===== config.mk =====
export PLATFORM = sky130hd
export DESIGN_NAME = alu593_cmd_sequencer
export DESIGN_NICKNAME = d
export VERILOG_FILES = /design/src/rtl/alu593_cmd_sequencer.sv
export SDC_FILE = /design/constraint.sdc
export NUM_CORES = 1
export LEC_CHECK = 0
export CORE_ASPECT_RATIO = 2
export CORE_MARGIN = 5
export CORE_UTILIZATION = 50
export DETAILED_ROUTE_END_ITERATION = 16
export PLACE_DENSITY = 0.69
export SYNTH_ARGS = -nofsm -noshare
export SYNTH_HDL_FRONTEND = slang
export SYNTH_SLANG_ARGS = --single-unit
export TNS_END_PERCENT = 5

===== constraint.sdc =====
create_clock -name clk -period 2.8 [get_ports clk]
set_input_delay 0.84 -clock clk [delete_from_list [all_inputs] [get_ports clk]]
set_output_delay 0.84 -clock clk [all_outputs]
set_load 0.02 [all_outputs]

===== src/rtl/alu593_cmd_sequencer.sv =====
// ALU593 command sequencer: runs a stored program of {op, A, B} commands through the
// ALU start/done handshake and keeps each 16-bit result at the matching index.
module alu593_cmd_sequencer #(
  parameter int         DEPTH     = 32,
  parameter logic [3:0] NOOP_CODE = 4'h0,
  parameter int         TIMEOUT   = 64,
  localparam int        AW        = $clog2(DEPTH)
) (
  input  logic          clk,
  input  logic          reset_n,
  input  logic          cmd_wr_en,
  input  logic [AW-1:0] cmd_wr_addr,
  input  logic [19:0]   cmd_wr_data,
  input  logic          run,
  input  logic [AW:0]   cmd_count,
  output logic [7:0]    alu_A,
  output logic [7:0]    alu_B,
  output logic [3:0]    alu_op,
  output logic          alu_start,
  input  logic          alu_done,
  input  logic [15:0]   alu_result,
  input  logic [AW-1:0] res_rd_addr,
  output logic [15:0]   res_rd_data,
  output logic          busy,
  output logic          seq_done,
  output logic          err
);

  localparam int          WW      = $clog2(TIMEOUT + 1);
  localparam logic [AW:0] DEPTH_C = (AW+1)'(DEPTH);
  localparam logic [WW-1:0] TO_LAST = WW'(TIMEOUT - 1);

  typedef enum logic [2:0] {
    S_IDLE   = 3'd0,
    S_FETCH  = 3'd1,
    S_ISSUE  = 3'd2,
    S_WAIT   = 3'd3,
    S_STORE  = 3'd4,
    S_FINISH = 3'd5
  } state_t;

  state_t          state_r, state_next;
  logic [AW-1:0]   ptr_r, ptr_next;
  logic [AW:0]     count_r, count_next;
  logic [WW-1:0]   wait_r, wait_next;
  logic [15:0]     result_r, result_next;
  logic            start_next, busy_next, done_next, err_next;
  logic            fetch_s, store_s;

  logic [19:0]     cmd_mem [DEPTH];
  logic [15:0]     res_mem [DEPTH];

  // State register
  always_ff @(posedge clk or negedge reset_n) begin
    if (!reset_n) begin
      state_r <= S_IDLE;
    end else begin
      state_r <= state_next;
    end
  end

  // Next-state and next-value logic for every registered control output
  always_comb begin
    state_next  = state_r;
    ptr_next    = ptr_r;
    count_next  = count_r;
    wait_next   = wait_r;
    result_next = result_r;
    start_next  = alu_start;
    busy_next   = busy;
    done_next   = 1'b0;
    err_next    = err;
    fetch_s     = 1'b0;
    store_s     = 1'b0;
    case (state_r)
      S_IDLE: begin
        if (run) begin
          if (cmd_count == '0) begin
            done_next = 1'b1;
          end else begin
            count_next = (cmd_count > DEPTH_C) ? DEPTH_C : cmd_count;
            err_next   = 1'b0;
            ptr_next   = '0;
            busy_next  = 1'b1;
            state_next = S_FETCH;
          end
        end else begin
          state_next = S_IDLE;
        end
      end
      S_FETCH: begin
        fetch_s    = 1'b1;
        start_next = 1'b1;
        state_next = S_ISSUE;
      end
      S_ISSUE: begin
        wait_next = '0;
        // A no-op never gets a done back, so it is retired here with a zero result
        if (alu_op == NOOP_CODE) begin
          result_next = 16'h0000;
          start_next  = 1'b0;
          state_next  = S_STORE;
        end else begin
          state_next  = S_WAIT;
        end
      end
      S_WAIT: begin
        if (alu_done) begin
          result_next = alu_result;
          start_next  = 1'b0;
          state_next  = S_STORE;
        end else if (wait_r == TO_LAST) begin
          start_next  = 1'b0;
          err_next    = 1'b1;
          busy_next   = 1'b0;
          state_next  = S_IDLE;
        end else begin
          wait_next   = wait_r + WW'(1);
        end
      end
      S_STORE: begin
        store_s = 1'b1;
        if ({1'b0, ptr_r} == count_r - (AW+1)'(1)) begin
          done_next  = 1'b1;
          busy_next  = 1'b0;
          state_next = S_FINISH;
        end else begin
          ptr_next   = ptr_r + AW'(1);
          state_next = S_FETCH;
        end
      end
      S_FINISH: begin
        state_next = S_IDLE;
      end
      default: begin
        start_next = 1'b0;
        busy_next  = 1'b0;
        state_next = S_IDLE;
      end
    endcase
  end

  // Datapath and output registers
  always_ff @(posedge clk or negedge reset_n) begin
    if (!reset_n) begin
      ptr_r       <= '0;
      count_r     <= '0;
      wait_r      <= '0;
      result_r    <= 16'h0000;
      alu_A       <= 8'h00;
      alu_B       <= 8'h00;
      alu_op      <= 4'h0;
      alu_start   <= 1'b0;
      busy        <= 1'b0;
      seq_done    <= 1'b0;
      err         <= 1'b0;
      res_rd_data <= 16'h0000;
    end else begin
      ptr_r       <= ptr_next;
      count_r     <= count_next;
      wait_r      <= wait_next;
      result_r    <= result_next;
      alu_start   <= start_next;
      busy        <= busy_next;
      seq_done    <= done_next;
      err         <= err_next;
      res_rd_data <= res_mem[res_rd_addr];
      if (fetch_s) begin
        {alu_op, alu_A, alu_B} <= cmd_mem[ptr_r];
      end
    end
  end

  // Storage arrays are deliberately left out of reset so contents survive it
  always_ff @(posedge clk) begin
    if (cmd_wr_en && !busy) begin
      cmd_mem[cmd_wr_addr] <= cmd_wr_data;
    end
    if (store_s) begin
      res_mem[ptr_r] <= result_r;
    end
  end

endmodule


==> metrics.md, run 1 <==
| Metric | Value |
|---|---|
| Status | `finished, final reports clean` |
| Vias per std cell | `6.08` |
| Clk slew on worst S/H paths | `0.07 ns` |
| Initial antenna violation count | `1` |
| Slowest cell delay on critical path | `0.70 ns` |
| I/O pin total | `97` |
| Placed cell areas | `51500 µm²` |
| Worst path bufs/invs | `1` |
| GRT Util Overall | `0.231` |
| Slew headroom | `0.281` |
| Worst-path fanout max | `2` |
| Post-Route Utilization | `0.584` |
| Crit path kind | `flop to output port` |
| TritonCTS buffer count | `101` |
| # rows | `159` |
| Final instance area | `54800 µm²` |
| R2R depth | `6` |
| Startpoint Class | `flop` |
| Share of cells above drive strength 1 | `0.235` |
| Gpl congestion | `0.862` |
| Largest net degree at the start of global routing | `64` |
| Avg Inst Size Synth | `20.2 µm²` |
| CP cell instances | `clkdlybuf4s50_1` |
| Final worst-path cycle share | `0.984` |
| Core Area | `93900 µm²` |
| Worst Path Required | `1.96 ns` |
| Die height | `445 µm` |
| Worst setup path startpoint | `busy$_DFFE_PN0P_` |
| Non-Filler Instances | `3894` |
| Async SR Flop Fraction | `0.0627` |
| Final setup vio count | `0` |
| Post-CTS Setup Repair Bufs | `0` |
| Synthesized cell area | `47300 µm²` |
| Tmin final | `2.76 ns` |
| Register bit count reported by yosys | `1229` |
| Die area | `101000 µm²` |
| Global-route wire length before repair | `168000 µm` |
| H-tree depth | `3` |
| Worst setup margin | `0.0449 ns` |
| Total grt overflow | `0` |
| Hold violation count in the final report | `0` |
| Unique masters post-synth | `46` |
| Clock sink count | `1229` |
| RSZ-0062 raised after global routing | `false` |
| Vias in the first global route | `25100` |
| Cell Pwr Density | `826 nW/µm²` |
| Ys Warns | `0` |
| Starting DRT DRC Count | `1927` |
| Detail Route Antenna Nets | `0` |
| Most common flop cell mapped by yosys | `edfxtp_1` |
| CTS hold repair buffers | `0` |
| Initial Utilization | `0.504` |
| CTS tree | `done` |
| Crit-path slowest cell | `clkdlybuf4s50_1` |
| Worst path top cell family by delay | `buffers and inverters` |
| Post-place setup slack | `-0.0310 ns` |
| Die width | `227 µm` |
| Max-slew violations | `0` |
| Syn_nets | `2399` |
| Post-route DRC | `0` |
| Post-CTS sizing | `0` |
| F_max | `0.363 GHz` |
| Input/output buffers | `96` |
| Reg2reg start | `ptr_r[0]$_DFFE_PN0P_` |
| Final Skew | `0.0326 ns` |
| Area grow syn2layout | `15.9%` |
| Avg WL per Cell | `29.8 µm` |
| Worst-Skew Late Latency | `0.71 ns` |
| Clk root buf | `clkbuf_16` |
| Worst VDD drop | `0.810 mV` |
| Post-synth EDFFs | `1152` |
| CP arrival | `1.92 ns` |
| Clock Path Buffers | `3` |
| Register area share after synthesis | `0.772` |
| Worst Setup End Kind | `output port` |
| Leakage power | `17.3 nW` |
| Initial DRT Pass Iterations | `5` |
| Vias | `23700` |
| Crit. path cell count | `1` |
| Cells after Synth | `2336` |
| Maximum capacitance violations | `0` |
| Worst-margin pin slew | `1.08 ns` |
| Hpwl dp | `79300 µm` |
| Final TNS setup | `0 ns` |
| Cells after DPL | `3706` |
| Final Net Count | `2665` |
| Post-Route WL | `116000 µm` |
| Worst Hold Class | `input port to asynchronous set/reset pin` |
-- cell families (layout without fill, tap and decap cells) --
group           after synthesis  in the layout  share of synthesized area
other cells                   0              1                          0
fa+ha+maj                     6              6                    0.00159
buf+inv                     134            484                     0.0122
simple gates                298            298                     0.0291
flops                      1229           1229                      0.772
mux                         438            438                      0.149
compound gates              223            223                     0.0344
xor+xnor                      8              8                    0.00148
-- metrics by stage --
step,power [mW],hold slack [ns]
final,45.3,0.119
after global routing,47.0,0.126
after CTS,45.6,0.102
after detailed placement,31.6,0.514
after global placement,31.4,0.512
after floorplan,27.9,0.476
-- power by group --
group / total [mW] / internal (mW) / leakage, nW / switching (mW)
registers: 23.4 / 21.8 / 11.4 / 1.63
logic: 7.85 / 3.52 / 4.29 / 4.33
clock network: 14.1 / 7.63 / 1.59 / 6.46
total: 45.3 / 32.9 / 17.3 / 12.4
-- state kept, by name, indices dropped and copies added, names as in the netlist, 3 cells and up --
signal       cells
alu_op           4
count_r          6
cmd_mem        640
wait_r           7
alu_A            8
alu_B            8
state_r          3
res_mem        512
result_r        16
res_rd_data     16
ptr_r            5
-- metal layers --
| layer | up-vias | GRT usage | share of wire |
|---|---|---|---|
| li1 | 10100 | - | - |
| met1 | 12500 | 0.247 | 0.33 |
| met2 | 822 | 0.438 | 0.57 |
| met3 | 246 | 0.0290 | 0.043 |
| met4 | 0 | 0.118 | 0.057 |
| met5 | - | 0 | 0 |
-- path summary, 6_finish.rpt --
kind | endpoint | slack [ns]
min in group clk | alu_start$_DFFE_PN0P_ | 0.53
max in group asynchronous | alu_op[2]$_DFFE_PN0P_ | 1.92
worst max-delay path | busy | 0.04
worst min register to register | alu_start$_DFFE_PN0P_ | 0.53
worst min-delay path | alu_A[6]$_DFFE_PN0P_ | 0.12
worst max register to register | alu_A[7]$_DFFE_PN0P_ | 0.30
-- final cells by class --
class | count | area [µm²]
multi-input combinational | 973 | 10400
clock inverter | 68 | 666
clock buffer | 119 | 2640
antenna | 1 | 2.50
inverter | 9 | 33.8
tap | 1207 | 1510
fill | 6751 | 39100
sequential | 1229 | 36500
timing repair buffer | 288 | 3100
-- synthesized netlist by cell type, types with 5 or more instances --
cell type  instances  share of area
inv_1              9        0.00071
or3_1              5        0.00066
a22oi_1          104          0.017
a31oi_1           25         0.0033
buf_2             43         0.0046
o21ai_0           26         0.0028
nand2b_1           5        0.00066
buf_4              5        0.00079
nand3b_1           8         0.0013
nand4_1            6        0.00079
clkbuf_1          65         0.0052
xor2_1             5        0.00093
nand2_1           85         0.0067
edfxtp_1        1152           0.73
ha_1               6         0.0016
a311oi_1           8         0.0015
nor2_1            96         0.0076
a21oi_1            7        0.00074
nor3_1            19         0.0020
mux4_2           212           0.10
dfrtp_1           77          0.041
nand3_1           37         0.0039
mux2_2            16         0.0038
buf_1             12        0.00095
a22o_1            21         0.0039
nor2b_1           20         0.0026
a41oi_1           15         0.0028
mux2i_1          210          0.044
-- layout by cell type, fill, tap and decap left out, types with 7 or more instances in the layout --
| master | Yosys | routed |
|---|---|---|
| a21oi_1 | 7 | 7 |
| inv_1 | 9 | 9 |
| a41oi_1 | 15 | 15 |
| a22o_1 | 21 | 21 |
| dfrtp_1 | 77 | 75 |
| clkinvlp_4 | 0 | 8 |
| inv_6 | 0 | 8 |
| mux2_2 | 16 | 16 |
| clkdlybuf4s50_1 | 0 | 91 |
| a22oi_1 | 104 | 104 |
| buf_4 | 5 | 137 |
| nor3_2 | 0 | 14 |
| nor2b_1 | 20 | 18 |
| clkinv_2 | 0 | 10 |
| bufinv_16 | 0 | 9 |
| nor2_2 | 0 | 34 |
| o21ai_0 | 26 | 26 |
| nand3_1 | 37 | 37 |
| mux4_2 | 212 | 212 |
| a311oi_1 | 8 | 8 |
| clkinv_1 | 0 | 22 |
| nand3b_1 | 8 | 8 |
| clkbuf_1 | 65 | 14 |
| buf_12 | 0 | 57 |
| clkinv_4 | 0 | 8 |
| nor2_1 | 96 | 62 |
| a31oi_1 | 25 | 25 |
| mux2i_1 | 210 | 210 |
| clkbuf_16 | 0 | 101 |
| nand2_1 | 85 | 85 |
| edfxtp_1 | 1152 | 1152 |
(Power assumes the default switching activity.)
==> run 2: changes to the inputs <==
- CTS_BUF_LIST: unset -> sky130_fd_sc_hd__clkbuf_4
==> run 2 against run 1 <==
Clock power is 6% lower. First-iteration DRC count is 2.0% higher. Register-to-register slack hardly changed. Clock skew is 0.035 ns higher. Highest routed layer unchanged. Non-clock buffer count is 1 higher. Combinational power is 2% lower. Largest power group unchanged. Critical path type unchanged. Setup slack better by 0.095 ns. Global-route usage is 0.34 points higher.
==> metrics.md, run 2 (same netlist as run 1, synthesis figures left out) <==
| Metric | Value |
|---|---|
| Status | `finished, final reports clean` |
| Final setup vio count | `0 (unchanged)` |
| Die area | `101000 µm² (unchanged)` |
| Worst Hold Class | `input port to asynchronous set/reset pin` |
| Non-Filler Instances | `4173 (+7.2%)` |
| TritonCTS buffer count | `283 (+180%)` |
| Worst-path fanout max | `2 (unchanged)` |
| Largest net degree at the start of global routing | `64 (unchanged)` |
| Post-Route WL | `117000 µm (+0.94%)` |
| Total grt overflow | `0 (unchanged)` |
| Die height | `445 µm (unchanged)` |
| Clock Path Buffers | `4 (+1)` |
| Final Skew | `0.0674 ns (+0.0348 ns)` |
| I/O pin total | `97 (unchanged)` |
| Share of cells above drive strength 1 | `0.316 (+0.0810)` |
| GRT Util Overall | `0.234 (+0.00337)` |
| Worst Path Required | `1.96 ns (about the same)` |
| Area grow syn2layout | `15.7%` |
| Clock sink count | `1229 (unchanged)` |
| Worst VDD drop | `0.483 mV (-40%)` |
| H-tree depth | `5 (+2)` |
| Reg with most FFs | `cmd_mem` |
| Most frequent cells in the layout | `1152 x edfxtp_1, 398 x clkbuf_4, 212 x mux4_2` |
| Vias | `24700 (+4.2%)` |
| Number of flip-flops in the largest register | `640 (unchanged)` |
| Vias per std cell | `5.91 (-2.8%)` |
| Clk root buf | `clkbuf_4` |
| P_sw | `12.4 mW (about the same)` |
| Post-route DRC | `0 (unchanged)` |
| Placed cell areas | `51500 µm² (unchanged)` |
| Largest registers | `cmd_mem: 640 flops, res_mem: 512 flops` |
| Commonest non-fill, non-tap cell in the layout | `edfxtp_1` |
| # rows | `159 (unchanged)` |
| Max-slew violations | `0 (unchanged)` |
| Seq pwr share | `0.528 (+0.012)` |
| Post-CTS Setup Repair Bufs | `0 (unchanged)` |
| Initial Utilization | `0.504 (unchanged)` |
| Detail Route Antenna Nets | `0 (unchanged)` |
| Worst path top cell family by delay | `flip-flops` |
| Final worst-path cycle share | `0.950 (-0.0338)` |
| Avg WL per Cell | `28.1 µm (-5.8%)` |
| Final instance area | `54700 µm² (-0.25%)` |
| Clock power share | `0.298 (-0.013)` |
| Core Area | `93900 µm² (unchanged)` |
| Worst-Skew Late Latency | `1.17 ns (+0.46 ns)` |
| Leakage power | `17.7 nW (+2.2%)` |
| Switching Fraction | `0.281 (+0.00682)` |
| Slew headroom | `0.292 (+0.0116)` |
| Initial DRT Pass Iterations | `5 (unchanged)` |
| CTS tree | `done` |
| Worst Setup End Kind | `output port` |
| Vias in the first global route | `26700 (+6.4%)` |
| Combinational share of power | `0.173 (about the same)` |
| Slowest cell delay on critical path | `0.48 ns (-0.22 ns)` |
| Initial antenna violation count | `3 (+2)` |
| Tmin final | `2.66 ns (-0.0946 ns)` |
| Final Net Count | `2848 (+6.9%)` |
| Cells after DPL | `3706 (unchanged)` |
| CP cell instances | `buf_2` |
| Filler cells | `6959 (+3.1%)` |
| Startpoint Class | `flop` |
| Int Pwr | `31.8 mW (-3.3%)` |
| Input/output buffers | `96 (unchanged)` |
| Die width | `227 µm (unchanged)` |
| Crit path kind | `flop to output port` |
| Gpl congestion | `0.862 (unchanged)` |
| Hpwl dp | `79300 µm (unchanged)` |
| Maximum capacitance violations | `0 (unchanged)` |
| Global-route wire length before repair | `170000 µm (+1.3%)` |
| Crit-path slowest cell | `dfrtp_2` |
| F_max | `0.376 GHz (+3.6%)` |
| Worst-margin pin slew | `1.06 ns (-0.0173 ns)` |
| Hold violation count in the final report | `0 (unchanged)` |
| Worst path bufs/invs | `1 (unchanged)` |
| Cell Pwr Density | `809 nW/µm² (-2.2%)` |
| Starting DRT DRC Count | `1966 (+2.0%)` |
| Clk slew on worst S/H paths | `0.07 ns (about the same)` |
| CP arrival | `1.82 ns (-0.10 ns)` |
==> run 2: cell count changes in the layout (fill, tap and decap cells not counted), sizes merged, moves of 2 or more <==
cell           previous run  this run
clkdlybuf4s15             0         7
clkbuf                  120       399
clkdlybuf4s50            91        51
inv                      17        13
buf                     196       227
clkinvlp                  8         0
bufinv                    9         2
clkinv                   43        56
dlygate4sd2               0         2
diode                     1         6
==> run 2: final cells by class <==
class                      instances  area [µm²]  area share
multi-input combinational        973       10400       0.189
sequential                      1229       36500       0.668
timing repair buffer             289        2960      0.0542
clock inverter                    62         293     0.00535
inverter                           9        33.8    0.000618
tap                             1207        1510      0.0276
clock buffer                     398        2990      0.0546
antenna                            6        15.0    0.000274
==> run 2: path summary, 6_finish.rpt <==
check / start / to / slack [ns] / depth (start not counted)
hold / removal: reset_n / result_r[4]$_DFFE_PN0P_ / 0.22 / 2
max in group asynchronous: reset_n / alu_B[1]$_DFFE_PN0P_ / 1.80 / 3
setup reg to reg: ptr_r[0]$_DFFE_PN0P_ / res_mem[7][5]$_DFFE_PP_ / 0.29 / 4
hold reg to reg: alu_start$_DFFE_PN0P_ / alu_start$_DFFE_PN0P_ / 0.53 / 2
setup / recovery: busy$_DFFE_PN0P_ / busy / 0.14 / 1
min in group clk: alu_result[4] / result_r[4]$_DFFE_PN0P_ / 0.27 / 3
==> run 2: metal layers <==
metal,part of all wire,global-route usage,vias to the layer above
met1,0.32,0.234,12800
li1,-,-,10700
met5,0,0,-
met3,0.046,0.0473,289
met4,0.056,0.120,0
met2,0.58,0.449,918
==> run 2: timing repair <==
item | CTS | global route
endpoints found under the hold margin | 40 | 0
hold buffers | 1 | 0
resized for setup | 154 | 2
pin swaps | 0 | 0
endpoints found under the setup margin | 40 | 2
==> run 2: power by group through the flow <==
stage	clock, mW	combinational (mW)	sequential [mW]
finish	13.2	7.66	23.4
CTS	13.6	7.77	23.3
global route	14.5	8.20	23.5
floorplan	0	4.83	23.1
global placement	0	7.77	23.6
detailed placement	0	7.91	23.7
==> run 2: stage by stage <==
step / hold WS (ns) / setup TNS [ns] / worst slack (ns) / utilization / total power [mW]
after floorplan: 0.476 / -25.70 / -0.247 / - / 27.9
after global placement: 0.512 / -0.0510 / -0.0257 / 0.549 / 31.4
after detailed placement: 0.514 / -0.0648 / -0.0310 / 0.549 / 31.6
after CTS: 0.100 / -0.0176 / -0.0176 / 0.582 / 44.7
after global routing: 0.122 / -0.0144 / -0.00459 / 0.583 / 46.2
final: 0.220 / 0 / 0.139 / 0.583 / 44.2
==> run 3: changes to the inputs <==
==> constraint.sdc (replaced) <==
create_clock -name clk -period 2.8 [get_ports clk]
set_input_delay 0.7 -clock clk [delete_from_list [all_inputs] [get_ports clk]]
set_output_delay 0.7 -clock clk [all_outputs]
set_load 0.02 [all_outputs]
==> run 3 against run 2 <==
The run now ends with setup timing left. Sequential power about the same. Clock power about the same. Critical path depth increased by 5. Combinational power is 3.0% higher. Cell count grew 0.46%. Cell area grew 0.46%. Clock skew shrank 0.014 ns. Register-to-register slack lost 0.30 ns. Via count increased by 0.32%. First-iteration DRC count fell by 0.97%. Highest routed layer unchanged.
==> metrics.md, run 3 (same netlist as run 1, synthesis figures left out) <==
| Metric | Value |
|---|---|
| Total grt overflow | `0 (unchanged)` |
| Crit-path slowest cell | `nor2b_1` |
| Maximum capacitance violations | `0 (unchanged)` |
| # rows | `159 (unchanged)` |
| Share of cells above drive strength 1 | `0.302 (-0.0140)` |
| Gpl congestion | `0.842 (-2.3%)` |
| Worst path bufs/invs | `1 (unchanged)` |
| Most frequent CP cell | `nand4_1` |
| R2R depth | `6 (+2)` |
| Input/output buffers | `96 (unchanged)` |
| Post-route DRC | `0 (unchanged)` |
| Largest net degree at the start of global routing | `79 (+23%)` |
| HP Start | `alu_result[3]` |
| Tmin final | `2.81 ns (+0.147 ns)` |
| Status | `finished, violations left` |
| F_max | `0.356 GHz (-5.3%)` |
| Starting DRT DRC Count | `1947 (-0.97%)` |
| I/O pin total | `97 (unchanged)` |
| Area grow syn2layout | `16.2%` |
| Final instance area | `55000 µm² (+0.46%)` |
| Worst Path Required | `3.86 ns (+1.90 ns)` |
| Global-route wire length before repair | `173000 µm (+1.4%)` |
| Vias in the first global route | `26600 (-0.38%)` |
| Hold depth | `3` |
| Worst path top cell family by delay | `simple AND/OR/NAND/NOR gates` |
| Vias | `24700 (+0.32%)` |
| Failing checks | `setup timing` |
| Hold violation count in the final report | `0 (unchanged)` |
| Clk root buf | `clkbuf_4` |
| Number of flip-flops in the largest register | `640 (unchanged)` |
| Die width | `227 µm (unchanged)` |
| Worst-margin pin slew | `1.37 ns (+0.313 ns)` |
| Leakage power | `17.8 nW (+0.63%)` |
| Final worst-path cycle share | `1.00 (+0.0527)` |
| Clock Path Buffers | `4 (unchanged)` |
| CTS tree | `done` |
| Worst Hold Class | `input port to flop` |
| CP cell instances | `nor2b_1 > buf_4 > a22oi_1 > nand4_1 > nand4_1 > o22a_1` |
| Seq pwr share | `0.526 (-0.002)` |
| Worst-Skew Late Latency | `1.19 ns (+0.02 ns)` |
| Slowest cell delay on critical path | `1.11 ns (+0.63 ns)` |
| Cell Pwr Density | `803 nW/µm² (-0.67%)` |
| Post-Route Utilization | `0.585 (+0.00270)` |
| Worst setup margin | `-0.00799 ns (-0.147 ns)` |
| Reg2Reg Setup Slack | `-0.008 ns (-0.30 ns)` |
| Final Net Count | `2855 (+0.25%)` |
| Hold WS | `0.153 ns (-0.0669 ns)` |
| Hpwl dp | `78400 µm (-1.1%)` |
| Initial DRT Pass Iterations | `5 (unchanged)` |
| Avg WL per Cell | `28.3 µm (+0.77%)` |
| Filler cells | `6969 (+0.14%)` |
| Worst VDD drop | `0.465 mV (-3.8%)` |
| Combinational share of power | `0.179 (+0.006)` |
| TritonCTS buffer count | `282 (-0.35%)` |
| Crit path kind | `flop to flop` |
| Die height | `445 µm (unchanged)` |
| Final TNS setup | `-0.00799 ns (-0.00799 ns)` |
| Post-CTS Setup Repair Bufs | `0 (unchanged)` |
| Clk slew on worst S/H paths | `0.07 ns (about the same)` |
| Die area | `101000 µm² (unchanged)` |
| Core Area | `93900 µm² (unchanged)` |
| Most frequent cells in the layout | `1152 x edfxtp_1, 386 x clkbuf_4, 212 x mux4_2` |
| CP arrival | `3.87 ns (+2.05 ns)` |
| Int Pwr | `31.6 mW (-0.58%)` |
| Reg2reg end | `alu_op[3]$_DFFE_PN0P_` |
| GRT Util Overall | `0.238 (+0.00364)` |
| Final Total Pwr | `44.1 mW (-0.21%)` |
| Detail Route Antenna Nets | `0 (unchanged)` |
| P_sw | `12.5 mW (+0.73%)` |
| Initial Utilization | `0.504 (unchanged)` |
| Commonest non-fill, non-tap cell in the layout | `edfxtp_1` |
| Initial antenna violation count | `4 (+1)` |
| Post-Route WL | `119000 µm (+1.2%)` |
| Placed cell areas | `51600 µm² (+0.17%)` |
| Slew headroom | `0.0817 (-0.211)` |
| Vias per std cell | `5.90 (-0.14%)` |
| Clock power share | `0.295 (-0.003)` |
| Startpoint Class | `flop` |
| Max-slew violations | `0 (unchanged)` |
| Reg2reg start | `ptr_r[0]$_DFFE_PN0P_` |
| Final setup vio count | `1 (+1)` |
| Reg with most FFs | `cmd_mem` |
| Switching Fraction | `0.283 (+0.00265)` |
| Hold path endpoint | `result_r[3]$_DFFE_PN0P_` |
| Final Skew | `0.0530 ns (-0.0144 ns)` |
| H-tree depth | `5 (unchanged)` |
| Worst-path fanout max | `20 (+18)` |
| Worst Setup End Kind | `flop` |
| Clock sink count | `1229 (unchanged)` |
| Largest registers | `cmd_mem: 640 flops, res_mem: 512 flops` |
-- run 3: cell types whose count changed in the layout (fill, tap and decap cells not counted), moves of 4 or more --
cell             previous run  this run
buf_2                      33         2
dlygate4sd2_1               2        28
clkinv_1                   50        64
clkbuf_4                  398       386
buf_12                     57        64
clkinv_2                    6        13
dfrtp_1                    66        72
dfrtp_2                     9         3
dlygate4sd3_1               1         6
buf_4                     137       133
clkdlybuf4s15_2             5         9
diode_2                     6        10
-- run 3: power groups by stage --
stage                     registers (mW)  clock network [mW]  logic, mW
after floorplan                     23.1                   0       4.83
after global placement              23.5                   0       7.88
after detailed placement            23.6                   0       8.04
after CTS                           23.2                13.4       7.96
after global routing                23.4                14.4       8.35
final                               23.2                13.0       7.89
-- run 3: how the worst max path moves through the flow --
stage                         start                       end  slack [ns]  depth (start not counted)
2_1_floorplan  ptr_r[1]$_DFFE_PN0P_  res_mem[17][0]$_DFFE_PP_       -0.25                          8
3_3_place_gp   ptr_r[0]$_DFFE_PN0P_     alu_op[3]$_DFFE_PN0P_        0.07                          6
3_5_place_dp   ptr_r[0]$_DFFE_PN0P_     alu_op[3]$_DFFE_PN0P_        0.07                          6
4_1_cts        alu_B[0]$_DFFE_PN0P_                  alu_B[0]       0.008                          1
5_1_grt        alu_B[6]$_DFFE_PN0P_                  alu_B[6]      -0.006                          1
6_report       ptr_r[0]$_DFFE_PN0P_     alu_op[3]$_DFFE_PN0P_      -0.008                          6
-- run 3: final cells by class --
| class | count | area [µm²] | share of cell area |
|---|---|---|---|
| diodes | 10 | 25.0 | 0.000455 |
| clock buffers | 386 | 2900 | 0.0527 |
| clock inverters | 81 | 347 | 0.00631 |
| inverters | 9 | 33.8 | 0.000615 |
| multi-input cells | 973 | 10400 | 0.189 |
| flip-flops and latches | 1229 | 36500 | 0.665 |
| well taps | 1207 | 1510 | 0.0275 |
| repair buffers | 297 | 3250 | 0.0591 |
-- run 3: routing by layer --
metal / part of all wire / track usage
met3: 0.052 / 0.0488
met2: 0.57 / 0.446
met4: 0.058 / 0.130
met1: 0.32 / 0.243
met5: 0 / 0
-- run 3: worst min-delay path, cell delays in order --
cell and delay [ns]:
clkdlybuf4s50_1 0.40, nand2_1 0.09, o21ai_0 0.09
-- run 3: through the flow --
stage | worst slack [ns] | cells
2_1_floorplan | -0.247 | 2336
3_3_place_gp | 0.0669 | 3708
3_5_place_dp | 0.0707 | 3708
4_1_cts | 0.00751 | 4182
5_1_grt | -0.00625 | 4192
6_report | -0.00799 | 4192
-- run 3: repair_timing --
action / in CTS / in global routing
resized for setup: 64 / 0
hold endpoints to repair: 81 / 0
hold buffers: 7 / 0
setup endpoints to repair: 40 / 0
